**src/rtl/adc_pkg.sv**
```systemverilog
// +-----------------------------------------------------------------------------
// | adc_pkg : shared types and constants for the ADC sample controller
// | Revision: 1.0
// +-----------------------------------------------------------------------------
`timescale 1ns/1ps
`default_nettype none

package adc_pkg;

  localparam int ADC_W           = 8;
  localparam int DEF_TIMEOUT_CYC = 15;

  typedef enum logic [1:0] {
    IDLE      = 2'd0,
    WAIT_TICK = 2'd1,
    START     = 2'd2,
    CONVERT   = 2'd3
  } state_t;

endpackage

`default_nettype wire

```
**src/rtl/adc_sample_ctrl.sv**
```systemverilog
// +-----------------------------------------------------------------------------
// | adc_sample_ctrl : periodic ADC start/capture with single-entry output register
// | Optional ADC_SAMPLE_CTRL_AVG_EN: deliver rounded mean of 4 conversions.
// | Revision: 1.0
// +-----------------------------------------------------------------------------
`timescale 1ns/1ps
`default_nettype none

module adc_sample_ctrl
  import adc_pkg::*;
#(
  parameter int PERIOD_W    = 16,
  parameter int TIMEOUT_CYC = DEF_TIMEOUT_CYC
) (
  input  logic                clk,
  input  logic                rst_n,
  input  logic                enable,
  input  logic [PERIOD_W-1:0] period,
  output logic                adc_start,
  input  logic                adc_eoc,
  input  logic [ADC_W-1:0]    adc_dout,
  output logic [ADC_W-1:0]    sample_data,
  output logic                sample_valid,
  input  logic                sample_ready,
  output logic                overrun,
  output logic                timeout_err,
  input  logic                err_clr
);

  localparam int TO_W = $clog2(TIMEOUT_CYC + 1);

  state_t              state;
  logic [PERIOD_W-1:0] period_cnt;
  logic [PERIOD_W-1:0] period_load;
  logic [TO_W-1:0]     to_cnt;
  logic                eoc_q;
  logic                eoc_rise;
  logic                capture;
  logic                timeout_hit;
  logic                go_start;
  logic                new_valid;
  logic [ADC_W-1:0]    new_data;

  assign period_load = (period == '0) ? '0 : period - PERIOD_W'(1);
  assign eoc_rise    = adc_eoc & ~eoc_q;
  assign capture     = (state == CONVERT) && eoc_rise;
  // to_cnt equals (cycles since adc_start - 1), so the flag rises exactly
  // TIMEOUT_CYC cycles after the start pulse.
  assign timeout_hit = (state == CONVERT) && !eoc_rise &&
                       (to_cnt == TO_W'(TIMEOUT_CYC - 1));
  assign go_start    = enable && ((state == IDLE) ||
                       ((state == WAIT_TICK) && (period_cnt == '0)));

  always_ff @(posedge clk or negedge rst_n) begin
    if (!rst_n) begin
      state      <= IDLE;
      adc_start  <= 1'b0;
      period_cnt <= '0;
      to_cnt     <= '0;
      eoc_q      <= 1'b0;
    end else begin
      eoc_q     <= adc_eoc;
      adc_start <= 1'b0;
      if (period_cnt != '0) period_cnt <= period_cnt - PERIOD_W'(1);
      if ((state == START) || (state == CONVERT)) to_cnt <= to_cnt + TO_W'(1);

      if (go_start) begin
        state      <= START;
        adc_start  <= 1'b1;
        period_cnt <= period_load;
        to_cnt     <= '0;
      end else begin
        case (state)
          WAIT_TICK: if (!enable) state <= IDLE;
          START:     state <= CONVERT;
          CONVERT:   if (capture || timeout_hit) state <= enable ? WAIT_TICK : IDLE;
          default:   ;
        endcase
      end
    end
  end

`ifdef ADC_SAMPLE_CTRL_AVG_EN
  logic [9:0]  acc;
  logic [1:0]  acc_cnt;
  logic [10:0] avg_round;

  assign avg_round = {1'b0, acc} + {3'b000, adc_dout} + 11'd2;
  assign new_valid = capture && (acc_cnt == 2'd3);
  assign new_data  = (avg_round[10:2] > 9'd255) ? 8'hFF : avg_round[9:2];

  // A partial sum never survives a timeout or loss of enable.
  always_ff @(posedge clk or negedge rst_n) begin
    if (!rst_n) begin
      acc     <= '0;
      acc_cnt <= '0;
    end else if (capture) begin
      if ((acc_cnt == 2'd3) || !enable) begin
        acc     <= '0;
        acc_cnt <= '0;
      end else begin
        acc     <= acc + {2'b00, adc_dout};
        acc_cnt <= acc_cnt + 2'd1;
      end
    end else if (timeout_hit || ((state == WAIT_TICK) && !enable)) begin
      acc     <= '0;
      acc_cnt <= '0;
    end
  end
`else
  assign new_valid = capture;
  assign new_data  = adc_dout;
`endif

  always_ff @(posedge clk or negedge rst_n) begin
    if (!rst_n) begin
      sample_valid <= 1'b0;
      sample_data  <= '0;
      overrun      <= 1'b0;
      timeout_err  <= 1'b0;
    end else begin
      if (new_valid && (!sample_valid || sample_ready)) begin
        sample_valid <= 1'b1;
        sample_data  <= new_data;
      end else if (sample_valid && sample_ready) begin
        sample_valid <= 1'b0;
      end

      if (new_valid && sample_valid && !sample_ready) overrun <= 1'b1;
      else if (err_clr)                                overrun <= 1'b0;

      if (timeout_hit)  timeout_err <= 1'b1;
      else if (err_clr) timeout_err <= 1'b0;
    end
  end

endmodule

`default_nettype wire
```
**config.mk**
```make
export PLATFORM = sky130hd
export DESIGN_NAME = adc_sample_ctrl
export DESIGN_NICKNAME = d
export VERILOG_FILES = /design/src/rtl/adc_pkg.sv /design/src/rtl/adc_sample_ctrl.sv
export SDC_FILE = /design/constraint.sdc
export NUM_CORES = 1
export LEC_CHECK = 0
export CORE_AREA = 2 2 67 76
export CTS_CLUSTER_DIAMETER = 80
export DETAILED_ROUTE_END_ITERATION = 8
export DIE_AREA = 0 0 69 78
export PLACE_DENSITY = 0.76
export RECOVER_POWER = 25
export SETUP_SLACK_MARGIN = 0.2
export SLEW_MARGIN = 40
export SYNTH_ARGS = -nofsm -noshare
export SYNTH_HDL_FRONTEND = slang
export SYNTH_SLANG_ARGS = --single-unit
```
**constraint.sdc**
```tcl
create_clock -name clk -period 2.43 [get_ports clk]
set_clock_uncertainty 0.15 [all_clocks]
set_input_delay 0.243 -clock clk [delete_from_list [all_inputs] [get_ports clk]]
set_output_delay 0.243 -clock clk [all_outputs]
set_load 0.01 [all_outputs]
```
==> results of run 1 <==
-- cells by family (layout without fill, tap and decap cells) --
family | after synthesis | after routing | share of synthesized area
and+or+nand+nor | 82 | 82 | 0.2330
AOI/OAI and AO/OA | 42 | 42 | 0.1356
DFF | 35 | 35 | 0.3989
xor gates and xnor gates | 23 | 23 | 0.09174
buffers and inverters | 19 | 76 | 0.05128
muxes | 11 | 11 | 0.05527
adders and majority gates | 6 | 6 | 0.03419
-- where the power goes --
group | internal [mW] | switching [mW]
sequential | 0.835 | 0.209
clock | 0.201 | 0.200
combinational | 0.640 | 0.554
-- worst max path at each step --
stage,startpoint,slack [ns],to
global placement,period[12],0.08,period_cnt[1]
CTS,period_cnt[0],0.18,period_cnt[13]
finish,period_cnt[0],0.23,period_cnt[10]
floorplan,period_cnt[0],0.43,period_cnt[12]
detailed placement,period[12],0.05,period_cnt[1]
global route,period_cnt[1],0.15,period_cnt[10]
-- stage by stage --
step	utilization	hold slack (ns)	setup WS, ns
global route	0.6269	0.3840	0.1500
detailed placement	0.5854	0.3452	0.05004
floorplan	-	-0.2026	0.4347
global placement	0.5854	0.3375	0.07656
CTS	0.6060	0.2295	0.1824
finish	0.6269	0.3561	0.2294
-- Yosys cell counts (3+ instances only) --
| library cell | n | share of area |
|---|---|---|
| nor3_1 | 5 | 0.011 |
| buf_6 | 3 | 0.015 |
| nor2b_1 | 5 | 0.014 |
| inv_1 | 10 | 0.017 |
| xor2_1 | 11 | 0.044 |
| a21oi_1 | 10 | 0.023 |
| dfrtp_1 | 35 | 0.40 |
| ha_1 | 6 | 0.034 |
| xnor2_1 | 12 | 0.048 |
| mux2_2 | 9 | 0.046 |
| nor2_1 | 14 | 0.024 |
| nand2_1 | 12 | 0.021 |
| o21ai_0 | 6 | 0.014 |
| nand3_1 | 13 | 0.030 |
| o21a_1 | 3 | 0.010 |
| a211oi_1 | 6 | 0.021 |
| nand4_1 | 5 | 0.014 |
| nand2b_1 | 3 | 0.0085 |
-- critical path, stage by stage (launching register included) --
cell and delay (ns):
dfrtp_1 0.40, inv_2 0.10, ha_4 0.15, or4b_4 0.50, nor3_4 0.27, buf_4 0.17, nand3_2 0.14, nand4_1 0.14
o21ai_1 0.08
-- final cells by class --
cell class | count | area (um^2) | share of cell area
Tap cell | 56 | 70.07 | 0.02454
Clock buffer | 7 | 76.32 | 0.02673
Timing Repair Buffer | 57 | 528.0 | 0.1849
Sequential cell | 35 | 875.8 | 0.3067
Inverter | 11 | 42.54 | 0.01490
Clock inverter | 1 | 5.005 | 0.001753
Multi-Input combinational cell | 164 | 1257 | 0.4404
-- routing by layer --
metal | vias to the layer above | part of all wire | GRT usage
li1 | 894 | - | -
met1 | 858 | 0.42 | 0.2208
met2 | 51 | 0.51 | 0.3250
met3 | 8 | 0.047 | 0.04156
met4 | 0 | 0.019 | 0.06667
met5 | - | 0 | 0
-- sequential cells by signal, indices dropped and copies added (netlist names) --
register	cells
period_cnt	16
sample_data	8
to_cnt	4
state	2
adc_start	1
eoc_q	1
overrun	1
sample_valid	1
timeout_err	1
-- repair_timing --
action                     in CTS  in global routing
buffers inserted                0                  8
gates resized for setup         3                 12
cloned                          0                  0
setup endpoints to repair       7                 17
hold buffers                    0                  0
pin swaps                       0                  3
==> metrics, run 1 <==
PwrDens 924.5 nW/um^2; WL final between 4 and 5 mm; CTS root buffer clkbuf_8; Ports 42; Critical Path RT approximately 2.5 ns; Yosys reg bits 35; EDFF count, synth 0; DR pass1 iterations 4; element type at the critical path end register; CTS tree done; clock sinks 35; layout cells sized above 1 0.2182; WHS Endpoint sample_data[3]; RR Endpoint period_cnt[10]; Critical R2R Launch period_cnt[0]; clk buf depth 2; DP HPWL 3.486 mm; die width approximately 70 um; DR vias/cell 5.471; R2R depth 8; outcome completed; Synth-to-Final Area Change 30.03%; global-route wire length before repair around 8 mm; Reg2Reg Setup Slack approximately 0.23 ns; Async SR Flop Fraction 1.000; Netlist Area Pre-Place between 2000 and 2500 um^2; most frequent cells in the layout clkdlybuf4s50_1, dfrtp_1, buf_4; DRT antenna net count 0; Die Y approximately 80 um; total number of vias approximately 1800; Rows 26; drt wl/cell 14.29 um; Initial Util 0.4821; Clock transition at path regs 0.07 ns; Final Hold Fails 0; Cell Area, Placed about 2700 um^2; CTS H-Tree Depth 2; Hold Path Depth 1; Post-layout nets 310; final instance area about 2900 um^2; diodes inserted 0; Leak Pwr around 1.1 nW; DR iter-0 viols 78; Slew @ Worst Pin 0.8444 ns; unrepaired setup endpoints after global routing true; time the worst path needs with I/O delays and setup ~2.2 ns; Final setup viols 0; Total GRT Usage 0.1850; Netlist cell types 54; Startpoint Class register; mean post-synth cell area between 10 and 15 um^2; commonest non-fill, non-tap cell in the layout clkdlybuf4s50_1; Post-Route Setup TNS 0 ns; synthesized instance count roughly 220; Slew headroom 0.4371; Filler cells a little over 400; CP max FO 5; worst vdd ir 0.3494 mV; f_max 454.4 MHz; worst hold start sample_data[3]; drt drc 0; DP Cell Count approximately 320; PortBufs 41; worst skew pair latency 0.29 ns; grt ovf 0; number of global-route vias before repair about 1800; CTS buffer count 5; Core ar. about 4600 um^2; final number of max-transition violations 0; Cell Count, Final, Fillers Out ~330; Die Footprint around 5400 um^2; Period Utilization, post-route 0.9056; Most used DFF post-synth dfrtp_1; post-synthesis sequential area ratio 0.3989; largest net degree at the start of global routing 36; Hold Path Class register to register; Final Wtd Congestion just over 0.8; Max Cap Violations 0; Final Power 2.640 mW; net count after synthesis roughly 250; yosys warns 0; crit path DAT approximately 2.2 ns; crit path kind register to register; antenna violations before repair 0
Note: power is estimated with default switching activity, not from simulation.
==> inputs of run 2 (changes only) <==
--- a/config.mk
+++ b/config.mk
@@ -9,6 +9,7 @@
 export CTS_CLUSTER_DIAMETER = 80
 export DETAILED_ROUTE_END_ITERATION = 8
 export DIE_AREA = 0 0 69 78
+export HOLD_SLACK_MARGIN = 0.06
 export PLACE_DENSITY = 0.76
 export RECOVER_POWER = 25
 export SETUP_SLACK_MARGIN = 0.2
==> results of run 2 <==
No change in the layout: final DEF, timing and power equal those of run 1.
==> patch (settings of run 2) <==
Set the package constant `ADC_W` to 6 (it was 8).
--- a/src/rtl/adc_pkg.sv
+++ b/src/rtl/adc_pkg.sv
@@ -9,3 +9,3 @@
 
-  localparam int ADC_W           = 8;
+  localparam int ADC_W           = 6;
   localparam int DEF_TIMEOUT_CYC = 15;
Interface: changed (resized adc_dout and sample_data); port bits go from 42 to 38. The function was not compared with the original's and may differ.
==> patch against run 2 <==
  * Via count grew 7.1%
  * Synthesized area is 4.0% lower
  * Worst setup slack improved by 93 ps
  * Power is 6.0% higher
  * Critical endpoint is now period_cnt[14]
  * Clock power is 32% higher
  * Sequential cell count decreased by 2
  * Critical path depth down 2
  * Wire length is 8.8% higher
  * Final area is 1.8% higher
  * Final cell count grew 5.7%
==> patch: results (changes against run 2) <==
<table>
<tr><th>Metric</th><th>Value</th></tr>
<tr><th colspan="2">Outcome</th></tr>
<tr><td>Run status</td><td>completed</td></tr>
<tr><th colspan="2">Placed design</th></tr>
<tr><td>Final weighted congestion in routability-driven placement</td><td>0.8545 (+3.6%)</td></tr>
<tr><td>Detailed placer's ending HPWL</td><td>3818 um (+9.5%)</td></tr>
<tr><th colspan="2">Detailed routing</th></tr>
<tr><td>Per-cell routed wire length</td><td>14.69 um (+2.9%)</td></tr>
<tr><td>Routed length on met1</td><td>2158 um (+7.6%)</td></tr>
<tr><td>DR iter-0 viols</td><td>130 (+67%)</td></tr>
<tr><td>Via density per instance</td><td>5.543 (+1.3%)</td></tr>
<tr><td>Routed length on met3</td><td>234 um (+5.4%)</td></tr>
<tr><th colspan="2">Cells and area</th></tr>
<tr><td>Proportion of cell area occupied by multi-input gates</td><td>42.66% (-1.4 points)</td></tr>
<tr><td>Fraction of area in clock buffers and inverters</td><td>4.003% (+1.2 points)</td></tr>
<tr><td>FILL cells</td><td>399 (-0.99%)</td></tr>
<tr><td>Inverters, non-clock</td><td>10 (-1)</td></tr>
<tr><td>Ratio of cells with drive above 1 in the final layout</td><td>22.79% (+0.97 points)</td></tr>
<tr><td>Number of combinational gates with multiple inputs</td><td>174 (+6.1%)</td></tr>
<tr><td>Register fraction of the total cell area</td><td>28.45% (-2.2 points)</td></tr>
<tr><th colspan="2">Pwr</th></tr>
<tr><td>Standby leakage power</td><td>1.210 nW (+6.7%)</td></tr>
<tr><td>VDD IR-drop max</td><td>0.3562 mV (+1.9%)</td></tr>
<tr><th colspan="2">Setup path</th></tr>
<tr><td>Reg-to-reg startpoint</td><td>period_cnt[1]</td></tr>
<tr><td>Startpoint kind of the worst setup timing path</td><td>primary input</td></tr>
<tr><td>Critical R2R Capture</td><td>period_cnt[1]</td></tr>
<tr><td>Critical Path Start</td><td>period[13]</td></tr>
<tr><th colspan="2">Logic synthesis</th></tr>
<tr><td>Cells taking the most area after synthesis</td><td>sky130_fd_sc_hd__dfrtp_1 39%, sky130_fd_sc_hd__xnor2_1 5.4%, sky130_fd_sc_hd__mux2_2 3.7%</td></tr>
<tr><td>Top cells by count, synth</td><td>33 x sky130_fd_sc_hd__dfrtp_1, 19 x sky130_fd_sc_hd__nor2_1, 15 x sky130_fd_sc_hd__nand2_1</td></tr>
<tr><td>Multiplexer share of the synthesized area</td><td>5.163% (-0.36 points)</td></tr>
<tr><td>Total nets after synthesis</td><td>261 (+2.8%)</td></tr>
<tr><th colspan="2">GRT</th></tr>
<tr><td>Maximum number of pins on one net before global-route repair</td><td>34 (-5.6%)</td></tr>
<tr><td>Vias in the first global route</td><td>1891 (+8.1%)</td></tr>
<tr><td>Global-route usage over all layers</td><td>19.93% (+1.4 points)</td></tr>
</table>
-- patch: report_power, final --
group	internal (mW)	total (mW)	switching (mW)
clock	0.334	0.529	0.195
sequential	0.786	1.06	0.276
combinational	0.643	1.21	0.565
-- patch: critical path, cell delays in order --
cell	delay, ps
sky130_fd_sc_hd__clkdlybuf4s50_1	440
sky130_fd_sc_hd__or4_4	570
sky130_fd_sc_hd__or4_4	550
sky130_fd_sc_hd__nor3_4	120
sky130_fd_sc_hd__a21oi_1	70
sky130_fd_sc_hd__a211oi_2	170
-- patch: what timing repair did --
item | 4_1_cts | 5_1_grt
pin swaps | 0 | 5
resized for setup | 2 | 13
endpoints found under the setup margin | 5 | 19
-- patch: worst min-delay path by stage --
stage | slack (ps) | startpoint | endpoint | cells past startpoint
2_1_floorplan | -200 | rst_n | adc_start | 0
3_3_place_gp | 340 | sample_data[5] | sample_data[5] | 1
3_5_place_dp | 340 | sample_data[4] | sample_data[4] | 1
4_1_cts | 220 | rst_n | timeout_err | 2
5_1_grt | 380 | sample_data[5] | sample_data[5] | 1
6_report | 360 | sample_data[4] | sample_data[4] | 1
-- patch: layer usage --
metal / global-route usage (%) / up-vias
met2: 36.73 / 63
li1: - / 962
met1: 22.82 / 907
met5: 0 / -
met3: 3.377 / 8
met4: 7.647 / 0
-- patch: metrics by stage --
stage / hold WS, ps / cell area, um2 / total power [mW] / TNS (ps) / cells
global placement: 337.6 / 2736 / 2.173 / -61.96 / 342
detailed placement: 344.4 / 2736 / 2.204 / -224.1 / 342
CTS: 223.2 / 2860 / 2.749 / 0 / 350
global route: 379.0 / 2907 / 2.989 / 0 / 350
floorplan: -202.6 / 2108 / 1.753 / 0 / 227
finish: 355.2 / 2907 / 2.797 / 0 / 350
